### src/rtl/axi4_burst_reg_slave.sv
// AXI4 burst slave that terminates read/write bursts into a DEPTH x DATA_WIDTH register array.
// Ports: ACLK/ARESET, SLAVE_AW*/W*/B* write channels, SLAVE_AR*/R* read channels.
module axi4_burst_reg_slave #(
    parameter int ID_WIDTH   = 1,
    parameter int DATA_WIDTH = 64,
    parameter int ADDR_WIDTH = 32,
    parameter int USER_WIDTH = 1,
    parameter int DEPTH      = 16
) (
    input  logic                    ACLK,
    input  logic                    ARESET,
    input  logic [ID_WIDTH-1:0]     SLAVE_AWID,
    input  logic [ADDR_WIDTH-1:0]   SLAVE_AWADDR,
    input  logic [7:0]              SLAVE_AWLEN,
    input  logic [2:0]              SLAVE_AWSIZE,
    input  logic [1:0]              SLAVE_AWBURST,
    input  logic                    SLAVE_AWVALID,
    output logic                    SLAVE_AWREADY,
    input  logic [DATA_WIDTH-1:0]   SLAVE_WDATA,
    input  logic [DATA_WIDTH/8-1:0] SLAVE_WSTRB,
    input  logic                    SLAVE_WLAST,
    input  logic                    SLAVE_WVALID,
    output logic                    SLAVE_WREADY,
    output logic [ID_WIDTH-1:0]     SLAVE_BID,
    output logic [1:0]              SLAVE_BRESP,
    output logic [USER_WIDTH-1:0]   SLAVE_BUSER,
    output logic                    SLAVE_BVALID,
    input  logic                    SLAVE_BREADY,
    input  logic [ID_WIDTH-1:0]     SLAVE_ARID,
    input  logic [ADDR_WIDTH-1:0]   SLAVE_ARADDR,
    input  logic [7:0]              SLAVE_ARLEN,
    input  logic [2:0]              SLAVE_ARSIZE,
    input  logic [1:0]              SLAVE_ARBURST,
    input  logic                    SLAVE_ARVALID,
    output logic                    SLAVE_ARREADY,
    output logic [ID_WIDTH-1:0]     SLAVE_RID,
    output logic [DATA_WIDTH-1:0]   SLAVE_RDATA,
    output logic [1:0]              SLAVE_RRESP,
    output logic                    SLAVE_RLAST,
    output logic [USER_WIDTH-1:0]   SLAVE_RUSER,
    output logic                    SLAVE_RVALID,
    input  logic                    SLAVE_RREADY
);

    localparam int LSB = $clog2(DATA_WIDTH / 8);
    localparam int IW  = $clog2(DEPTH);
    localparam int WW  = ADDR_WIDTH - LSB;
    localparam int SW  = DATA_WIDTH / 8;

    typedef enum logic [1:0] {W_IDLE, W_DATA, W_RESP} w_state_t;
    typedef enum logic {R_IDLE, R_DATA} r_state_t;

    logic [DATA_WIDTH-1:0] mem [DEPTH];

    // WRAP, reserved burst type and narrow/wide beats are all rejected
    function automatic logic burst_err(input logic [1:0] burst, input logic [2:0] size);
        return burst[1] || (size != 3'(LSB));
    endfunction

    // Range check uses the full word address so INCR past the top goes DECERR
    function automatic logic in_range(input logic [WW-1:0] word);
        return (word >> IW) == '0;
    endfunction

    // Byte offset bits never affect decode
    logic unused_addr_lsb;
    assign unused_addr_lsb = ^{SLAVE_AWADDR[LSB-1:0], SLAVE_ARADDR[LSB-1:0]};

    // ---------------- write channel ----------------
    w_state_t             w_state, w_next;
    logic [ID_WIDTH-1:0]  w_id;
    logic [WW-1:0]        w_word;
    logic [7:0]           w_len, w_beat;
    logic                 w_fixed, w_err, w_slverr, w_decerr;
    logic                 aw_hs, w_hs;

    always_ff @(posedge ACLK) begin
        if (ARESET) w_state <= W_IDLE;
        else        w_state <= w_next;
    end

    always_comb begin
        w_next        = w_state;
        SLAVE_AWREADY = 1'b0;
        SLAVE_WREADY  = 1'b0;
        SLAVE_BVALID  = 1'b0;
        unique case (w_state)
            W_IDLE: begin
                SLAVE_AWREADY = 1'b1;
                if (SLAVE_AWVALID) w_next = W_DATA;
            end
            W_DATA: begin
                SLAVE_WREADY = 1'b1;
                if (SLAVE_WVALID && (w_beat == w_len)) w_next = W_RESP;
            end
            W_RESP: begin
                SLAVE_BVALID = 1'b1;
                if (SLAVE_BREADY) w_next = W_IDLE;
            end
            default: w_next = W_IDLE;
        endcase
    end

    assign aw_hs       = SLAVE_AWVALID && SLAVE_AWREADY;
    assign w_hs        = SLAVE_WVALID && SLAVE_WREADY;
    assign SLAVE_BID   = w_id;
    assign SLAVE_BRESP = w_slverr ? 2'b10 : (w_decerr ? 2'b11 : 2'b00);
    assign SLAVE_BUSER = '0;

    always_ff @(posedge ACLK) begin
        if (ARESET) begin
            w_id     <= '0;
            w_word   <= '0;
            w_len    <= '0;
            w_beat   <= '0;
            w_fixed  <= 1'b0;
            w_err    <= 1'b0;
            w_slverr <= 1'b0;
            w_decerr <= 1'b0;
            for (int i = 0; i < DEPTH; i++) mem[i] <= '0;
        end else begin
            if (aw_hs) begin
                w_id     <= SLAVE_AWID;
                w_word   <= SLAVE_AWADDR[ADDR_WIDTH-1:LSB];
                w_len    <= SLAVE_AWLEN;
                w_beat   <= '0;
                w_fixed  <= (SLAVE_AWBURST == 2'b00);
                w_err    <= burst_err(SLAVE_AWBURST, SLAVE_AWSIZE);
                w_slverr <= burst_err(SLAVE_AWBURST, SLAVE_AWSIZE);
                w_decerr <= 1'b0;
            end
            if (w_hs) begin
                if (!w_err && in_range(w_word)) begin
                    for (int b = 0; b < SW; b++) begin
                        if (SLAVE_WSTRB[b])
                            mem[w_word[IW-1:0]][b*8 +: 8] <= SLAVE_WDATA[b*8 +: 8];
                    end
                end
                if (!in_range(w_word)) w_decerr <= 1'b1;
                // Beat count ends the burst; a misplaced WLAST only taints the response
                if (SLAVE_WLAST != (w_beat == w_len)) w_slverr <= 1'b1;
                w_beat <= w_beat + 8'd1;
                if (!w_fixed) w_word <= w_word + 1'b1;
            end
        end
    end

    // ---------------- read channel ----------------
    r_state_t               r_state, r_next;
    logic [ID_WIDTH-1:0]    r_id;
    logic [WW-1:0]          r_word, sel_word;
    logic [7:0]             r_len, r_beat;
    logic                   r_fixed, r_err, sel_err;
    logic [DATA_WIDTH-1:0]  r_data, sel_data;
    logic [1:0]             r_resp, sel_resp;
    logic                   r_last, ar_hs, r_hs;

    always_ff @(posedge ACLK) begin
        if (ARESET) r_state <= R_IDLE;
        else        r_state <= r_next;
    end

    always_comb begin
        r_next        = r_state;
        SLAVE_ARREADY = 1'b0;
        SLAVE_RVALID  = 1'b0;
        unique case (r_state)
            R_IDLE: begin
                SLAVE_ARREADY = 1'b1;
                if (SLAVE_ARVALID) r_next = R_DATA;
            end
            R_DATA: begin
                SLAVE_RVALID = 1'b1;
                if (SLAVE_RREADY && r_last) r_next = R_IDLE;
            end
            default: r_next = R_IDLE;
        endcase
    end

    assign ar_hs = SLAVE_ARVALID && SLAVE_ARREADY;
    assign r_hs  = SLAVE_RVALID && SLAVE_RREADY;

    // Beat to present next: beat 0 of a new burst, or the successor beat.
    // The array is sampled before this edge's write lands, so a same-edge
    // write only shows up on later beats.
    always_comb begin
        sel_word = r_fixed ? r_word : r_word + 1'b1;
        sel_err  = r_err;
        if (ar_hs) begin
            sel_word = SLAVE_ARADDR[ADDR_WIDTH-1:LSB];
            sel_err  = burst_err(SLAVE_ARBURST, SLAVE_ARSIZE);
        end
        sel_data = '0;
        sel_resp = 2'b00;
        if (sel_err)                 sel_resp = 2'b10;
        else if (!in_range(sel_word)) sel_resp = 2'b11;
        else                          sel_data = mem[sel_word[IW-1:0]];
    end

    always_ff @(posedge ACLK) begin
        if (ARESET) begin
            r_id    <= '0;
            r_word  <= '0;
            r_len   <= '0;
            r_beat  <= '0;
            r_fixed <= 1'b0;
            r_err   <= 1'b0;
            r_data  <= '0;
            r_resp  <= 2'b00;
            r_last  <= 1'b0;
        end else if (ar_hs) begin
            r_id    <= SLAVE_ARID;
            r_len   <= SLAVE_ARLEN;
            r_beat  <= '0;
            r_fixed <= (SLAVE_ARBURST == 2'b00);
            r_err   <= sel_err;
            r_word  <= sel_word;
            r_data  <= sel_data;
            r_resp  <= sel_resp;
            r_last  <= (SLAVE_ARLEN == 8'd0);
        end else if (r_hs) begin
            if (r_last) begin
                r_last <= 1'b0;
            end else begin
                r_beat <= r_beat + 8'd1;
                r_word <= sel_word;
                r_data <= sel_data;
                r_resp <= sel_resp;
                r_last <= ((r_beat + 8'd1) == r_len);
            end
        end
    end

    assign SLAVE_RID   = r_id;
    assign SLAVE_RDATA = r_data;
    assign SLAVE_RRESP = r_resp;
    assign SLAVE_RLAST = r_last;
    assign SLAVE_RUSER = '0;

endmodule

### config.mk
export PLATFORM = sky130hd
export DESIGN_NAME = axi4_burst_reg_slave
export DESIGN_NICKNAME = d
export VERILOG_FILES = /design/src/rtl/axi4_burst_reg_slave.sv
export SDC_FILE = /design/constraint.sdc
export NUM_CORES = 2
export LEC_CHECK = 0
export CORE_UTILIZATION = 55
export CTS_BUF_LIST = sky130_fd_sc_hd__clkbuf_8
export DETAILED_ROUTE_END_ITERATION = 8
export PLACE_DENSITY = 0.77
export SLEW_MARGIN = 15
export SYNTH_ARGS = -nofsm -noshare
export SYNTH_HDL_FRONTEND = slang
export SYNTH_SLANG_ARGS = --single-unit
### constraint.sdc
create_clock -name ACLK -period 3.27 [get_ports ACLK]
set_input_delay 0.981 -clock ACLK [delete_from_list [all_inputs] [get_ports ACLK]]
set_output_delay 0.981 -clock ACLK [all_outputs]
set_load 0.005 [all_outputs]
==> impl_metrics.py <==
metrics = {
    "run_status": {
        "outcome": "complete, no violations",
    },
    "sta": {
        "fmax_ghz": 0.317,
        "rsz0062_at_grt": "false",
        "fin_ws_ns": 0.119,
        "setup_tns_ns": 0,
        "hold_ws_ns": 0.470,
        "slew_headroom_pct": 39.7,
        "layout_min_cycle_time_ns": 3.15,
        "fin_worst_skew_ns": 0.0490,
        "tightest_slew_ns": 0.902,
        "hold_viol": 0,
        "period_share_pct": 96.4,
        "final_max_slew_viol_count": 0,
        "setup_viol": 0,
    },
    "detailed_routing": {
        "drt_wl_total_mm": 142,
        "drc": 0,
        "wl_met2_mm": 72.5,
        "vias": 35900,
        "drt_iter0_markers": 4222,
        "ant_nets": 0,
        "wl_met3_mm": 13.6,
        "avgRoutedWirePerCell_um": 24.2,
        "highest_layer": "met4",
        "wl_met1_mm": 49.4,
        "dr.pass1.iters": 6,
        "viasPerCell": 6.11,
    },
    "grt": {
        "globalRouteOverflowTotal": 0,
        "grt_max_degree": 109,
        "grt_pass1_vias": 36600,
        "grt_first_pass_wirelength_mm": 214,
        "antenna_found_initial": 2,
        "grt_use_total_pct": 29.4,
    },
    "die": {
        "row_count": 112,
        "core_region_area_mm2": 0.0937,
        "die_h_um": 311,
        "start_util_pct": 55.8,
        "die-area_mm2": 0.0964,
        "die-width_um": 311,
        "num_io_pins": 250,
    },
    "yosys": {
        "yosys.area.top_type_share_pct": 58.7,
        "synth_xor_area_share_pct": 0.937,
        "ys_seq_elements": 1192,
        "synthAdderAreaFrac_pct": 0.167,
        "synth_cell_types": 68,
        "synth_edf_count": 1024,
        "synthFlopType": "edfxtp_1",
        "synth_top_area_cell": "edfxtp_1",
        "synth-compound-area-share_pct": 6.45,
        "synth_area_leaders": "edfxtp_1, mux4_2, nor2_1, dfxtp_1, clkbuf_1",
        "async_flop_share_pct": 0,
        "yosysSeqAreaShare_pct": 65.2,
        "synth_top_family_by_area": "multiplexers",
        "synthMuxAreaShare_pct": 12.4,
        "yosys.area_share.simple_pct": 12.0,
        "netlist_area_mm2": 0.0523,
        "yosysWarningCount": 0,
        "syn_inst": 3987,
        "postSynthAreaPerCell_um2": 13.1,
    },
    "run": {
        "drv_cap": 0,
    },
    "pwr": {
        "pwr-share-seq_pct": 51.0,
        "finalPower_mw": 33.8,
        "p_sw_share_pct": 25.5,
        "power_leakage_nw": 23.2,
        "peakVddDrop_mv": 0.429,
        "pwr-share-clk_pct": 34.7,
        "internal-power_mw": 25.2,
        "p_per_area_mw_per_mm2": 524,
        "p_sw_mw": 8.60,
        "comb_power_share_pct": 14.3,
    },
    "worst_setup_path": {
        "start_kind": "flip-flop",
        "crit_chain": "nand4_1 -> or4_1 -> nor4_2 -> xnor2_1 -> o21ai_0 -> a2111o_1 -> nor3_4 -> buf_12 -> buf_12 -> a22o_1",
        "max_stage_delay_ns": 0.64,
        "crit_path_end_kind": "flip-flop",
        "path_common_cell": "buf_12",
        "arrival_ns": 3.94,
        "slowest_stage": "or4_1",
        "path_class": "reg -> reg",
        "cp_max_fo": 20,
        "critPathRequiredTime_ns": 4.06,
    },
    "final_layout": {
        "finalInstanceArea_mm2": 0.0644,
        "syn_to_final_growth_pct": 23.0,
        "fillCellCount": 6083,
        "drive_above_1_share_pct": 20.8,
        "fin_nets": 4643,
    },
    "cts": {
        "clock_latency_ns": 0.86,
        "cts_buffers": 183,
        "cts_max_path_buffers": 3,
        "root_buffer": "clkbuf_8",
        "clkSinkCount": 1192,
        "htreeDepth": 4,
        "cts_tree": "yes",
        "cts_hold_buf": 0,
        "clkTransAtPathRegs_ns": 0.07,
    },
    "place": {
        "dpl-instance-area_mm2": 0.0609,
        "hpwl_mm": 92.6,
        "numPortBuffers": 241,
        "place.gp.congestion": 0.888,
        "place_ws_ns": -0.625,
    },
    "hold_path": {
        "holdCritPathClass": "reg -> reg",
    },
}
## cell type report
type	count	area [µm²]	share of cell area, %
clock buffer	198	2730	4.23
timing repair buffer	664	8340	13.0
clock inverter	137	709	1.10
inverter	9	33.8	0.0525
tap	1254	1570	2.44
antenna	4	10.0	0.0156
multi-input combinational	2414	16900	26.2
sequential	1192	34100	53.0
## cells in the mapped netlist (all sizes together) (10+ instances only)
library cell / n
a22o: 64
nor2b: 10
a22oi: 69
buf: 87
nor2: 1140
or3: 11
xnor2: 33
nand4: 16
xor2: 23
dfxtp: 168
clkbuf: 286
a21o: 128
nand2: 196
mux4: 256
a21oi: 68
nor3: 29
nand3: 31
a211oi: 18
and3: 16
edfxtp: 1024
and2: 27
a31oi: 12
nor4: 27
mux2i: 67
o21ai: 99
## critical path, delay by kind of cell (launching register included)
family | cells | cell delay, ns
AND/OR/NAND/NOR | 4 | 1.32
XOR/XNOR | 1 | 0.19
AO/OA/AOI/OAI | 3 | 0.76
buffers and inverters | 2 | 0.38
flip-flops | 1 | 0.43
## state kept, by name, indices dropped and copies added (netlist names), 8 cells and up
name and flops:
w_word 29, r_word 29, w_beat 8, w_len 8, mem 1024, r_beat 8
r_len 8, SLAVE_RDATA 64
## power by group through the flow
stage | combinational (mW) | clock [mW] | sequential (mW)
after floorplan | 2.73 | 0 | 17.4
after global placement | 4.73 | 0 | 17.5
after detailed placement | 4.80 | 0 | 17.5
after CTS | 4.82 | 11.8 | 17.2
after global routing | 5.08 | 12.4 | 17.3
final | 4.84 | 11.7 | 17.2
## final timing paths
kind / to / cells after the start / slack [ns] / startpoint
max reg2reg: SLAVE_RDATA[45] / 10 / 0.12 / r_word[4]
min: SLAVE_BID / 2 / 0.47 / SLAVE_BID
min reg2reg: SLAVE_BID / 2 / 0.47 / SLAVE_BID
max: SLAVE_RDATA[45] / 10 / 0.12 / r_word[4]
## per-layer routing
metal  GRT usage [%]  up-vias
li1                -    15600
met1            36.2    17800
met2            50.0     2173
met3            5.17      393
met4            14.9        0
met5               0        -
## stage by stage
stage	instances	utilization, %
after floorplan	3988	-
after global placement	5531	65.0
after detailed placement	5531	65.0
after CTS	5866	68.6
after global routing	5871	68.7
final	5872	68.7
## cell usage in the layout (no fill, tap or decap), types with 27 or more instances in the layout
| master | n |
|---|---|
| nor2_1 | 1139 |
| edfxtp_1 | 1024 |
| mux4_2 | 256 |
| clkdlybuf4s50_1 | 240 |
| buf_12 | 220 |
| buf_4 | 203 |
| clkbuf_8 | 199 |
| nand2_1 | 183 |
| dfxtp_1 | 168 |
| a21o_1 | 128 |
| o21ai_0 | 93 |
| inv_1 | 76 |
| a22oi_1 | 69 |
| mux2i_1 | 67 |
| a21oi_1 | 66 |
| a22o_1 | 64 |
| xnor2_1 | 33 |
| clkinv_1 | 33 |
| nor3_1 | 28 |
| nand3_1 | 27 |
## repair_timing
action	CTS	global route
endpoints found under the setup margin	0	53
setup buffers	0	2
gates resized for setup	0	1
## cell families (layout without fill, tap and decap cells)
| family | after synthesis | in the layout |
|---|---|---|
| DFF | 1192 | 1192 |
| xor gates and xnor gates | 56 | 56 |
| AOI/OAI and AO/OA | 491 | 491 |
| and+or+nand+nor | 1531 | 1531 |
| buffers and inverters | 382 | 1008 |
| adders and majority gates | 7 | 7 |
| muxes | 327 | 327 |
| other | 1 | 6 |
Note: power is estimated with default switching activity, not from simulation.
